`src/rtl/vec3_alu_pkg.sv`:
```
// rtl/vec3_alu_pkg.sv - opcodes, FSM states and per-op step counts for vec3_alu_seq
// Build option VEC3_ALU_CMP_EN enables the CMP and ORTHO opcodes.
package vec3_alu_pkg;

    typedef enum logic [2:0] {
        OP_ADD   = 3'd0,
        OP_SUB   = 3'd1,
        OP_CROSS = 3'd2,
        OP_SCALE = 3'd3,
        OP_DOT   = 3'd4,
        OP_CMP   = 3'd5,
        OP_ORTHO = 3'd6,
        OP_RSV   = 3'd7
    } op_e;

    typedef enum logic [1:0] {
        ST_IDLE = 2'd0,
        ST_EXEC = 2'd1,
        ST_DONE = 2'd2
    } state_e;

    // Two guard bits above the 2W-bit product keep three-term sums exact.
    function automatic int rw_of(input int w);
        return 2 * w + 2;
    endfunction

    function automatic logic [2:0] step_count(input op_e o);
        case (o)
            OP_CROSS:         return 3'd6;
            OP_SCALE, OP_DOT: return 3'd3;
`ifdef VEC3_ALU_CMP_EN
            OP_CMP:           return 3'd6;
            OP_ORTHO:         return 3'd3;
`endif
            default:          return 3'd1;
        endcase
    endfunction

    function automatic logic op_unsupported(input op_e o);
`ifdef VEC3_ALU_CMP_EN
        return o == OP_RSV;
`else
        return o inside {OP_CMP, OP_ORTHO, OP_RSV};
`endif
    endfunction

endpackage

```
`src/rtl/vec3_alu_seq_mul.sv`:
```
// rtl/vec3_alu_seq_mul.sv - combinational W x W signed multiplier, 2W-bit exact product
module vec3_mul #(
    parameter int W = 8
) (
    input  logic signed [W-1:0]   a,
    input  logic signed [W-1:0]   b,
    output logic signed [2*W-1:0] p
);

    assign p = a * b;

endmodule

```
`src/rtl/vec3_alu_seq.sv`:
```
// rtl/vec3_alu_seq.sv - sequential 3D vector ALU with one shared multiplier
// Build option VEC3_ALU_CMP_EN adds CMP and ORTHO; otherwise ops 5/6 report err like op 7.
module vec3_alu_seq
    import vec3_alu_pkg::*;
#(
    parameter int W = 8
) (
    input  logic                          clk,
    input  logic                          rst,
    input  logic                          in_valid,
    output logic                          in_ready,
    input  logic [2:0]                    op,
    input  logic [W-1:0]                  ax,
    input  logic [W-1:0]                  ay,
    input  logic [W-1:0]                  az,
    input  logic [W-1:0]                  bx,
    input  logic [W-1:0]                  by,
    input  logic [W-1:0]                  bz,
    input  logic [W-1:0]                  s,
    output logic                          out_valid,
    input  logic                          out_ready,
    output logic signed [rw_of(W)-1:0]    res_x,
    output logic signed [rw_of(W)-1:0]    res_y,
    output logic signed [rw_of(W)-1:0]    res_z,
    output logic                          err
);

    localparam int RW = rw_of(W);

    state_e                 state, state_nxt;
    op_e                    op_r;
    logic [2:0][W-1:0]      a_r, b_r;
    logic [W-1:0]           s_r;
    logic [2:0]             step, last_r;
    logic                   last, err_r;
    logic signed [RW-1:0]   acc [3];
    logic signed [RW-1:0]   nxt [3];
    logic signed [W-1:0]    mul_a, mul_b;
    logic signed [2*W-1:0]  prod;
    logic signed [RW-1:0]   prod_ext, sum;
`ifdef VEC3_ALU_CMP_EN
    logic signed [RW-1:0]   diff;
    logic [2:0]             step_m3;
`endif

    function automatic logic signed [RW-1:0] sx(input logic [W-1:0] v);
        return {{(RW-W){v[W-1]}}, v};
    endfunction

    vec3_mul #(.W(W)) u_mul (.a(mul_a), .b(mul_b), .p(prod));

    assign prod_ext  = {{(RW-2*W){prod[2*W-1]}}, prod};
    assign last      = (step == last_r);
    assign in_ready  = (state == ST_IDLE);
    assign out_valid = (state == ST_DONE);
    assign res_x     = acc[0];
    assign res_y     = acc[1];
    assign res_z     = acc[2];
    assign err       = err_r;

    always_comb begin
        state_nxt = state;
        case (state)
            ST_IDLE: if (in_valid)  state_nxt = ST_EXEC;
            ST_EXEC: if (last)      state_nxt = ST_DONE;
            ST_DONE: if (out_ready) state_nxt = ST_IDLE;
            default:                state_nxt = ST_IDLE;
        endcase
    end

    // Multiplier operand select: which pair of components this step consumes.
    always_comb begin
        mul_a = '0;
        mul_b = '0;
`ifdef VEC3_ALU_CMP_EN
        step_m3 = step - 3'd3;
`endif
        case (op_r)
            OP_SCALE: begin
                mul_a = s_r;
                mul_b = a_r[step[1:0]];
            end
            OP_DOT: begin
                mul_a = a_r[step[1:0]];
                mul_b = b_r[step[1:0]];
            end
            OP_CROSS: begin
                case (step)
                    3'd0:    begin mul_a = a_r[1]; mul_b = b_r[2]; end
                    3'd1:    begin mul_a = a_r[2]; mul_b = b_r[1]; end
                    3'd2:    begin mul_a = a_r[2]; mul_b = b_r[0]; end
                    3'd3:    begin mul_a = a_r[0]; mul_b = b_r[2]; end
                    3'd4:    begin mul_a = a_r[0]; mul_b = b_r[1]; end
                    default: begin mul_a = a_r[1]; mul_b = b_r[0]; end
                endcase
            end
`ifdef VEC3_ALU_CMP_EN
            OP_ORTHO: begin
                mul_a = a_r[step[1:0]];
                mul_b = b_r[step[1:0]];
            end
            OP_CMP: begin
                if (step < 3'd3) begin
                    mul_a = a_r[step[1:0]];
                    mul_b = a_r[step[1:0]];
                end else begin
                    mul_a = b_r[step_m3[1:0]];
                    mul_b = b_r[step_m3[1:0]];
                end
            end
`endif
            default: ;
        endcase
    end

    always_comb begin
        for (int i = 0; i < 3; i++) nxt[i] = acc[i];
        sum = acc[0] + prod_ext;
`ifdef VEC3_ALU_CMP_EN
        diff = acc[0] - prod_ext;
`endif
        case (op_r)
            OP_ADD:   for (int i = 0; i < 3; i++) nxt[i] = sx(a_r[i]) + sx(b_r[i]);
            OP_SUB:   for (int i = 0; i < 3; i++) nxt[i] = sx(a_r[i]) - sx(b_r[i]);
            OP_SCALE: nxt[step[1:0]] = prod_ext;
            OP_DOT:   nxt[0] = sum;
            // Even steps add the positive cross term, odd steps subtract the negative one.
            OP_CROSS: nxt[step[2:1]] = step[0] ? acc[step[2:1]] - prod_ext
                                               : acc[step[2:1]] + prod_ext;
`ifdef VEC3_ALU_CMP_EN
            OP_ORTHO: nxt[0] = last ? ((sum == '0) ? RW'(1) : '0) : sum;
            OP_CMP: begin
                if (step < 3'd3)  nxt[0] = sum;
                else if (!last)   nxt[0] = diff;
                else if (diff == '0) nxt[0] = '0;
                else              nxt[0] = diff[RW-1] ? RW'(2) : RW'(1);
            end
`endif
            default: ;
        endcase
    end

    always_ff @(posedge clk) begin
        if (rst) begin
            state  <= ST_IDLE;
            op_r   <= OP_ADD;
            a_r    <= '0;
            b_r    <= '0;
            s_r    <= '0;
            step   <= '0;
            last_r <= '0;
            err_r  <= 1'b0;
            for (int i = 0; i < 3; i++) acc[i] <= '0;
        end else begin
            state <= state_nxt;
            if (state == ST_IDLE && in_valid) begin
                op_r   <= op_e'(op);
                a_r    <= {az, ay, ax};
                b_r    <= {bz, by, bx};
                s_r    <= s;
                step   <= '0;
                last_r <= step_count(op_e'(op)) - 3'd1;
                err_r  <= op_unsupported(op_e'(op));
                for (int i = 0; i < 3; i++) acc[i] <= '0;
            end else if (state == ST_EXEC) begin
                step <= step + 3'd1;
                for (int i = 0; i < 3; i++) acc[i] <= nxt[i];
            end
        end
    end

endmodule
```
`config.mk`:
```
export PLATFORM = sky130hd
export DESIGN_NAME = vec3_alu_seq
export DESIGN_NICKNAME = d
export VERILOG_FILES = /design/src/rtl/vec3_alu_pkg.sv /design/src/rtl/vec3_alu_seq_mul.sv /design/src/rtl/vec3_alu_seq.sv
export SDC_FILE = /design/constraint.sdc
export NUM_CORES = 1
export LEC_CHECK = 0
export ABC_CLOCK_PERIOD_IN_PS = 13800
export CORE_MARGIN = 1.5
export CORE_UTILIZATION = 65
export DETAILED_ROUTE_END_ITERATION = 12
export HOLD_SLACK_MARGIN = 0.12
export PLACE_DENSITY = 0.85
export SYNTH_ARGS = -nofsm -noshare
export SYNTH_HDL_FRONTEND = slang
export SYNTH_SLANG_ARGS = --single-unit
```
`constraint.sdc`:
```
create_clock -name clk -period 13.8 [get_ports clk]
set_clock_uncertainty 0.2 [all_clocks]
set_input_delay 2.76 -clock clk [delete_from_list [all_inputs] [get_ports clk]]
set_output_delay 2.76 -clock clk [all_outputs]
set_load 0.1 [all_outputs]
```
==> results of run 1 <==
## power by group
part | internal (mW) | total, mW | switching, mW
registers | 0.426 | 0.496 | 0.0701
logic | 0.298 | 0.909 | 0.611
clock network | 0.266 | 0.476 | 0.210
## Yosys cell counts (3+ instances only)
library cell | n | area [um^2]
a2111oi_0 | 3 | 26.3
a211oi_1 | 28 | 210
a21o_1 | 15 | 113
a21oi_1 | 200 | 1000
a221o_1 | 9 | 90.1
a221oi_1 | 16 | 140
a22oi_1 | 9 | 67.6
a2bb2oi_1 | 7 | 61.3
a31oi_1 | 21 | 131
a41oi_1 | 4 | 35.0
and2_1 | 12 | 75.1
and3_1 | 9 | 56.3
buf_1 | 12 | 45.0
buf_2 | 9 | 45.0
buf_6 | 3 | 33.8
clkbuf_1 | 68 | 255
dfxtp_1 | 70 | 1400
edfxtp_1 | 54 | 1620
fa_1 | 64 | 1280
ha_1 | 116 | 1450
inv_1 | 178 | 668
inv_2 | 3 | 11.3
mux2_2 | 12 | 135
mux2i_1 | 65 | 651
nand2_1 | 269 | 1010
nand2b_1 | 11 | 68.8
nand3_1 | 17 | 85.1
nand4_1 | 3 | 18.8
nor2_1 | 152 | 571
nor2b_1 | 11 | 68.8
nor3_1 | 23 | 115
o211ai_1 | 17 | 128
o21a_1 | 17 | 128
o21ai_0 | 117 | 586
o21ai_1 | 5 | 25.0
o21bai_1 | 17 | 128
o221a_2 | 3 | 33.8
o22ai_1 | 12 | 75.1
o311ai_0 | 3 | 26.3
o31a_1 | 3 | 26.3
or2_2 | 15 | 93.8
or3_1 | 13 | 81.3
or4_1 | 4 | 30.0
xnor2_1 | 66 | 578
xor2_1 | 14 | 123
## cell type report
| type | count | share of cell area (%) |
|---|---|---|
| tap | 275 | 2.15 |
| timing repair buffer | 138 | 8.32 |
| multi-input combinational | 1431 | 62.6 |
| inverter | 181 | 4.25 |
| sequential | 124 | 18.9 |
| clock inverter | 14 | 0.893 |
| clock buffer | 18 | 2.82 |
## stage by stage
stage | hold slack, ns | setup slack [ns] | instances
after floorplan | 0.233 | 5.22 | 1830
after global placement | 0.241 | 3.79 | 2149
after detailed placement | 0.248 | 3.73 | 2149
after CTS | 0.258 | 3.69 | 2181
after global routing | 0.277 | 3.05 | 2181
final | 0.256 | 3.31 | 2181
## per-layer routing
layer / global-route usage, % / vias to the layer above / share of wire [%]
met3: 8.88 / 306 / 11
met2: 70.8 / 1086 / 45
met1: 53.1 / 6701 / 36
met4: 31.9 / 0 / 8.2
li1: - / 6477 / -
met5: 0 / - / 0
## registers in the layout, summed over array words and instances (netlist names), named ones only
| name | count |
|---|---|
| s_r | 8 |
| step | 3 |
| state | 2 |
| acc | 54 |
| op_r | 3 |
| a_r | 24 |
| last_r | 3 |
| err | 1 |
| b_r | 24 |
## worst min-delay path, cell delays in order (launching register included)
cell,delay (ns)
dfxtp_1,0.31
nand2_1,0.05
a21oi_1,0.05
## worst max-delay path by stage
stage | startpoint | endpoint | slack [ns] | cells past startpoint
after floorplan | step[1] | acc[0][17] | 5.22 | 34
after global placement | op_r[1] | acc[0][16] | 3.79 | 28
after detailed placement | op_r[1] | acc[0][16] | 3.73 | 28
after CTS | op_r[1] | acc[0][16] | 3.69 | 28
after global routing | op_r[1] | acc[0][17] | 3.05 | 27
final | op_r[1] | acc[0][16] | 3.31 | 28
## cells by family after synthesis
logic type,synth area share [%]
buffers and inverters,7.60
DFF,21.5
xor gates and xnor gates,5.14
AOI/OAI and AO/OA,23.5
muxes,5.69
adders and majority gates,19.4
and+or+nand+nor,17.2
==> flow_summary.html, run 1 <==
<table>
<tr><th>Metric</th><th>Value</th></tr>
<tr><th colspan="2">Status</th></tr>
<tr><td>Status</td><td>finished, final reports clean</td></tr>
<tr><th colspan="2">Finish</th></tr>
<tr><td>Cell area after layout</td><td>0.0160 mm^2</td></tr>
<tr><td>Area of the multi-input gates</td><td>0.0100 mm^2</td></tr>
<tr><td>Layout Nets</td><td>2136</td></tr>
<tr><td>Filler Cell Count</td><td>1608</td></tr>
<tr><td>Fraction of layout cells with a size suffix above 1</td><td>5.46%</td></tr>
<tr><td>Flip-flop and latch area</td><td>just over 0.003 mm^2</td></tr>
<tr><td>Commonest cells after routing, fill and taps aside</td><td>nand2_1 (268), a21oi_1 (200), inv_1 (178), nor2_1 (152), clkdlybuf4s50_1 (118)</td></tr>
<tr><td>Fin util</td><td>75.5%</td></tr>
<tr><td>Diodes inserted</td><td>0</td></tr>
<tr><td>Area growth, synth to finish</td><td>13.5%</td></tr>
<tr><td>Most common library cell in the layout ignoring fill and taps</td><td>nand2_1</td></tr>
<tr><th colspan="2">CTS</th></tr>
<tr><td>Number of buffers created by CTS</td><td>17</td></tr>
<tr><td>Clock Path Buffers</td><td>2</td></tr>
<tr><td>Post CTS Setup Buffer Count</td><td>0</td></tr>
<tr><td>Quantity of hold-fixing buffers added after cts</td><td>0</td></tr>
<tr><td>Level count of the clock H-tree</td><td>4</td></tr>
<tr><td>Clk sink count</td><td>between 100 and 150</td></tr>
<tr><td>CTS Root Buffer Type</td><td>clkbuf_16</td></tr>
<tr><td>Insertion delay to the later sink of the worst-skew pair</td><td>0.45 ns</td></tr>
<tr><td>Clk pin slew, worst setup/hold paths</td><td>around 0.070 ns</td></tr>
<tr><td>CTS tree</td><td>built</td></tr>
<tr><td># resized after CTS</td><td>0</td></tr>
<tr><th colspan="2">Logic synthesis</th></tr>
<tr><td>Most frequently used flop master after synthesis</td><td>dfxtp_1</td></tr>
<tr><td>Part of the Yosys area used for sequential elements</td><td>21.5%</td></tr>
<tr><td>Unique cell type count in the Yosys netlist</td><td>84</td></tr>
<tr><td>Net Count, Synth</td><td>around 2100</td></tr>
<tr><td>Synthesized flop and latch total</td><td>around 120</td></tr>
<tr><td>Post-synth ARST share</td><td>0%</td></tr>
<tr><td>Synthesized area per cell</td><td>approximately 7.7 um^2</td></tr>
<tr><td>Cell area after technology mapping</td><td>0.0141 mm^2</td></tr>
<tr><td>Number of flops mapped to enable cells by yosys</td><td>54</td></tr>
<tr><td>Mapped Cells</td><td>1830</td></tr>
<tr><td>Synth warnings</td><td>0</td></tr>
<tr><th colspan="2">STA</th></tr>
<tr><td>Worst-margin pin slew</td><td>~1.4 ns</td></tr>
<tr><td>Setup repair after global routing missed its margin</td><td>no</td></tr>
<tr><td>Max Fclk</td><td>95.3 MHz</td></tr>
<tr><td>Tcrit/Tclk final</td><td>76.0%</td></tr>
<tr><td>Time the worst path needs with I/O delays and setup</td><td>10.49 ns</td></tr>
<tr><td>Final-report setup violation count</td><td>0</td></tr>
<tr><td>Max_slew headroom</td><td>7.70%</td></tr>
<tr><td>Final-report hold violation count</td><td>0</td></tr>
<tr><td>Total Negative Setup Slacks</td><td>0 ns</td></tr>
<tr><td>Final Max Tran Viols</td><td>0</td></tr>
<tr><th colspan="2">Pwr</th></tr>
<tr><td>Worst vdd rail ir drop</td><td>94.1 uV</td></tr>
<tr><td>Power density relative to cell area</td><td>118 mW/mm^2</td></tr>
<tr><td>Static Leak</td><td>between 6 and 7 nW</td></tr>
<tr><td>Overall power after layout</td><td>1.88 mW</td></tr>
<tr><th colspan="2">Setup path</th></tr>
<tr><td>Sort of element at the end of the critical path</td><td>flip-flop</td></tr>
<tr><td>Critical-path cell with the highest stage delay</td><td>nor2b_1</td></tr>
<tr><td>Kind of critical path</td><td>reg2reg</td></tr>
<tr><td>Terminus of the critical flop-to-flop path</td><td>acc[0][16]</td></tr>
<tr><td>Critical path launch point type</td><td>flip-flop</td></tr>
<tr><td>Worst path max stage delay</td><td>1.16 ns</td></tr>
<tr><td>Arrival time at the worst endpoint</td><td>10.44 ns</td></tr>
<tr><td>Crit path required time</td><td>~14 ns</td></tr>
<tr><td>CP Max Fanout</td><td>28</td></tr>
<tr><td>Critical R2R Launch</td><td>op_r[1]</td></tr>
<tr><td>Worst-case reg-to-reg path depth</td><td>28</td></tr>
<tr><td>Register-to-register path setup slack</td><td>3.31 ns</td></tr>
<tr><td>Largest delay contributor family on the critical path</td><td>simple AND/OR/NAND/NOR gates</td></tr>
<tr><td>Number of buffer and inverter instances along the worst setup path</td><td>4</td></tr>
<tr><th colspan="2">Global route</th></tr>
<tr><td>Remaining global-route overflow</td><td>0</td></tr>
<tr><td>Initial antenna violation count</td><td>0</td></tr>
<tr><td>First-pass GRT wire length</td><td>75.8 mm</td></tr>
<tr><td>Maximum number of pins on one net before global-route repair</td><td>73</td></tr>
<tr><td>Vias in the first global route</td><td>between 10000 and 15000</td></tr>
<tr><td>Aggregate global-route resource usage</td><td>44.2%</td></tr>
<tr><th colspan="2">Floorplan</th></tr>
<tr><td>Number of core rows</td><td>53</td></tr>
<tr><td>Standard cell core area</td><td>0.0212 mm^2</td></tr>
<tr><td>Starting density of the core</td><td>66.6%</td></tr>
<tr><td>X dimension of the die</td><td>150 um</td></tr>
<tr><td>Total I/O pin count</td><td>120</td></tr>
<tr><td>Die outline area</td><td>0.0226 mm^2</td></tr>
<tr><td>Overall die height</td><td>150 um</td></tr>
<tr><th colspan="2">Routing</th></tr>
<tr><td>Wire length per cell</td><td>23.0 um</td></tr>
<tr><td>Violation count after the first detailed-routing iteration</td><td>~1600</td></tr>
<tr><td>Routed Wire Length</td><td>50.1 mm</td></tr>
<tr><td>Number of remaining DRC errors</td><td>0</td></tr>
<tr><td>1st-pass router iterations</td><td>8</td></tr>
<tr><td>Antenna-violating nets left</td><td>0</td></tr>
<tr><td>DR vias</td><td>14600</td></tr>
<tr><td>Vias per Instance</td><td>6.68</td></tr>
<tr><th colspan="2">Run</th></tr>
<tr><td>MaxCap Viol Count</td><td>0</td></tr>
<tr><th colspan="2">Placed design</th></tr>
<tr><td>Post-placement cell area</td><td>0.0154 mm^2</td></tr>
<tr><td>Last weighted congestion value of the routability-driven placer</td><td>1.09</td></tr>
<tr><td>Buffers added on ports</td><td>119</td></tr>
<tr><td>HPWL after DPL</td><td>37.8 mm</td></tr>
<tr><th colspan="2">Worst hold path</th></tr>
<tr><td>Hold Path Depth</td><td>2</td></tr>
<tr><td>Worst hold path startpoint</td><td>err</td></tr>
<tr><td>Endpoint with the worst hold slack</td><td>err</td></tr>
<tr><td>Path type of the worst min-delay path</td><td>reg2reg</td></tr>
</table>
Power figures use the tool's default switching activity.
==> run 2, diff against run 1 <==
ABC_CLOCK_PERIOD_IN_PS = 8900   (was 13800)
CORE_UTILIZATION = 55   (was 65)
PLACE_DENSITY = 0.76   (was 0.85)
clock period = 8.9 ns   (was 13.8 ns; I/O delays follow)
==> flow_summary.html, run 2 (synthesis gave the netlist of run 1 again) <==
<table>
<tr><th>Metric</th><th>Value</th></tr>
<tr><th colspan="2">Status</th></tr>
<tr><td>Status</td><td>finished, final reports clean</td></tr>
<tr><th colspan="2">CTS</th></tr>
<tr><td>Clk pin slew, worst setup/hold paths</td><td>0.08 ns (about the same)</td></tr>
<tr><td>CTS tree</td><td>built</td></tr>
<tr><td>Clk sink count</td><td>124 (unchanged)</td></tr>
<tr><td>Quantity of hold-fixing buffers added after cts</td><td>0 (unchanged)</td></tr>
<tr><td>CTS Root Buffer Type</td><td>clkbuf_16</td></tr>
<tr><td>Insertion delay to the later sink of the worst-skew pair</td><td>0.44 ns (about the same)</td></tr>
<tr><td>Level count of the clock H-tree</td><td>4 (unchanged)</td></tr>
<tr><td>Number of buffers created by CTS</td><td>17 (unchanged)</td></tr>
<tr><td>Clock Path Buffers</td><td>2 (unchanged)</td></tr>
<tr><th colspan="2">STA</th></tr>
<tr><td>Final Max Tran Viols</td><td>0 (unchanged)</td></tr>
<tr><td>Worst-margin pin slew</td><td>1.26 ns (-0.119 ns)</td></tr>
<tr><td>Max Fclk</td><td>117 MHz (+23%)</td></tr>
<tr><td>Max_slew headroom</td><td>15.5% (+7.8 points)</td></tr>
<tr><td>Final-report setup violation count</td><td>0 (unchanged)</td></tr>
<tr><td>Time the worst path needs with I/O delays and setup</td><td>8.54 ns (-1.95 ns)</td></tr>
<tr><td>Tcrit/Tclk final</td><td>95.9% (+20 points)</td></tr>
<tr><td>Setup repair after global routing missed its margin</td><td>no</td></tr>
<tr><td>Worst Slack Setup Final</td><td>0.363 ns (-2.95 ns)</td></tr>
<tr><td>Total Negative Setup Slacks</td><td>0 ns (unchanged)</td></tr>
<tr><td>Final-report hold violation count</td><td>0 (unchanged)</td></tr>
<tr><th colspan="2">Setup path</th></tr>
<tr><td>Worst path max stage delay</td><td>0.52 ns (-0.64 ns)</td></tr>
<tr><td>Critical path launch point type</td><td>flip-flop</td></tr>
<tr><td>Arrival time at the worst endpoint</td><td>8.48 ns (-1.96 ns)</td></tr>
<tr><td>Kind of critical path</td><td>reg2reg</td></tr>
<tr><td>Most common cell on crit path</td><td>inv_1</td></tr>
<tr><td>CP Max Fanout</td><td>8 (-71%)</td></tr>
<tr><td>Largest delay contributor family on the critical path</td><td>adder cells</td></tr>
<tr><td>Sort of element at the end of the critical path</td><td>flip-flop</td></tr>
<tr><td>Critical-path cell with the highest stage delay</td><td>fa_1</td></tr>
<tr><td>Crit path required time</td><td>8.85 ns (-4.90 ns)</td></tr>
<tr><td>Number of buffer and inverter instances along the worst setup path</td><td>9 (+5)</td></tr>
<tr><th colspan="2">Finish</th></tr>
<tr><td>Register containing the most flip-flops in the final layout</td><td>acc</td></tr>
<tr><td>Diodes inserted</td><td>0 (unchanged)</td></tr>
<tr><td>Layout Nets</td><td>2189 (+2.5%)</td></tr>
<tr><td>Max reg flops</td><td>54 (unchanged)</td></tr>
<tr><td>Commonest cells after routing, fill and taps aside</td><td>nand2_1 (268), a21oi_1 (194), inv_1 (177), nor2_1 (152), clkdlybuf4s50_1 (118)</td></tr>
<tr><td>Cell area after layout</td><td>0.0166 mm^2 (+3.7%)</td></tr>
<tr><td>Fin util</td><td>65.8% (-9.7 points)</td></tr>
<tr><td>Fraction of layout cells with a size suffix above 1</td><td>9.19% (+3.7 points)</td></tr>
<tr><td>Most common library cell in the layout ignoring fill and taps</td><td>nand2_1</td></tr>
<tr><td>Area growth, synth to finish</td><td>17.7%</td></tr>
<tr><td>Top flop regs</td><td>acc: 54 flops, a_r: 24 flops, b_r: 24 flops</td></tr>
<tr><th colspan="2">Routing</th></tr>
<tr><td>1st-pass router iterations</td><td>6 (-2)</td></tr>
<tr><td>Violation count after the first detailed-routing iteration</td><td>1509 (-4.1%)</td></tr>
<tr><td>Antenna-violating nets left</td><td>0 (unchanged)</td></tr>
<tr><td>Number of remaining DRC errors</td><td>0 (unchanged)</td></tr>
<tr><td>DR vias</td><td>14100 (-3.3%)</td></tr>
<tr><td>Vias per Instance</td><td>6.15 (-7.9%)</td></tr>
<tr><td>Wire length per cell</td><td>21.8 um (-5.1%)</td></tr>
<tr><td>Routed Wire Length</td><td>49.9 mm (-0.35%)</td></tr>
<tr><th colspan="2">Floorplan</th></tr>
<tr><td>Die outline area</td><td>0.0266 mm^2 (+18%)</td></tr>
<tr><td>Total I/O pin count</td><td>120 (unchanged)</td></tr>
<tr><td>Overall die height</td><td>163 um (+8.5%)</td></tr>
<tr><td>Standard cell core area</td><td>0.0252 mm^2 (+19%)</td></tr>
<tr><td>Starting density of the core</td><td>55.9% (-11 points)</td></tr>
<tr><td>X dimension of the die</td><td>163 um (+8.5%)</td></tr>
<tr><td>Number of core rows</td><td>58 (+9.4%)</td></tr>
<tr><th colspan="2">Global route</th></tr>
<tr><td>Vias in the first global route</td><td>13400 (-3.5%)</td></tr>
<tr><td>Remaining global-route overflow</td><td>0 (unchanged)</td></tr>
<tr><td>Aggregate global-route resource usage</td><td>37.9% (-6.3 points)</td></tr>
<tr><td>Initial antenna violation count</td><td>0 (unchanged)</td></tr>
<tr><td>Maximum number of pins on one net before global-route repair</td><td>73 (unchanged)</td></tr>
<tr><td>First-pass GRT wire length</td><td>76.4 mm (+0.74%)</td></tr>
<tr><th colspan="2">Pwr</th></tr>
<tr><td>Overall power after layout</td><td>2.97 mW (+58%)</td></tr>
<tr><td>Worst vdd rail ir drop</td><td>159 uV (+69%)</td></tr>
<tr><td>Power density relative to cell area</td><td>179 mW/mm^2 (+53%)</td></tr>
<tr><td>Static Leak</td><td>6.63 nW (+4.3%)</td></tr>
<tr><th colspan="2">Run</th></tr>
<tr><td>MaxCap Viol Count</td><td>0 (unchanged)</td></tr>
<tr><th colspan="2">Placed design</th></tr>
<tr><td>Last weighted congestion value of the routability-driven placer</td><td>1.01 (-7.4%)</td></tr>
<tr><td>HPWL after DPL</td><td>38.6 mm (+2.3%)</td></tr>
<tr><td>Buffers added on ports</td><td>119 (unchanged)</td></tr>
<tr><td>Post-placement cell area</td><td>0.0158 mm^2 (+2.8%)</td></tr>
<tr><td>Place WS</td><td>-0.0230 ns (-3.75 ns)</td></tr>
<tr><th colspan="2">Worst hold path</th></tr>
<tr><td>Path type of the worst min-delay path</td><td>reg2reg</td></tr>
</table>
==> run 2: cell types whose count changed in the layout (fill, tap and decap cells not counted), moves of 4 or more <==
cell	previous run	this run
buf_4	19	71
a21oi_1	200	194
a21oi_2	2	6
inv_8	2	6
==> run 2: metrics by stage <==
| step | cells | hold slack (ns) |
|---|---|---|
| CTS | 2285 | 0.261 |
| floorplan | 1830 | 0.233 |
| global route | 2289 | 0.287 |
| global placement | 2253 | 0.242 |
| detailed placement | 2253 | 0.251 |
| finish | 2289 | 0.265 |
==> run 2: path summary, 6_finish.rpt <==
check	start	to	slack, ns	depth (start not counted)
max	step[1]	acc[0][17]	0.36	36
min	s_r[6]	s_r[6]	0.27	2
max reg2reg	step[1]	acc[0][17]	0.36	36
min reg2reg	s_r[6]	s_r[6]	0.27	2
==> run 2: tightest hold or removal path, cell delays in order, from the launching register on <==
cell and delay, ns:
dfxtp_1 0.32, nand2_1 0.05, a21oi_1 0.05
==> run 2: what timing repair did <==
| item | 4_1_cts | 5_1_grt |
|---|---|---|
| buffers inserted | 0 | 4 |
| cloned | 0 | 0 |
| endpoints found under the setup margin | 2 | 18 |
| gates resized for setup | 1 | 27 |
| pin swaps | 0 | 6 |
| endpoints found under the hold margin | 0 | 0 |
==> run 2: power by group <==
part           switching [mW]  leakage [nW]  internal [mW]
Clock                   0.346         0.301          0.397
Sequential             0.0996          1.18          0.660
Combinational           0.970          5.14          0.502
==> run 2: cell type report <==
| cell class | count | area, um^2 |
|---|---|---|
| Clock buffer | 18 | 450 |
| Clock inverter | 14 | 160 |
| Fill cell | 2229 | 8610 |
| Inverter | 181 | 679 |
| Multi-Input combinational cell | 1431 | 10100 |
| Sequential cell | 124 | 3030 |
| Tap cell | 330 | 413 |
| Timing Repair Buffer | 191 | 1730 |
==> run 2: layer usage <==
layer  track usage [%]  part of all wire (%)
met5                 0                     0
met4              26.4                   7.3
met3              5.56                   8.1
met2              60.9                    45
met1              46.9                    39
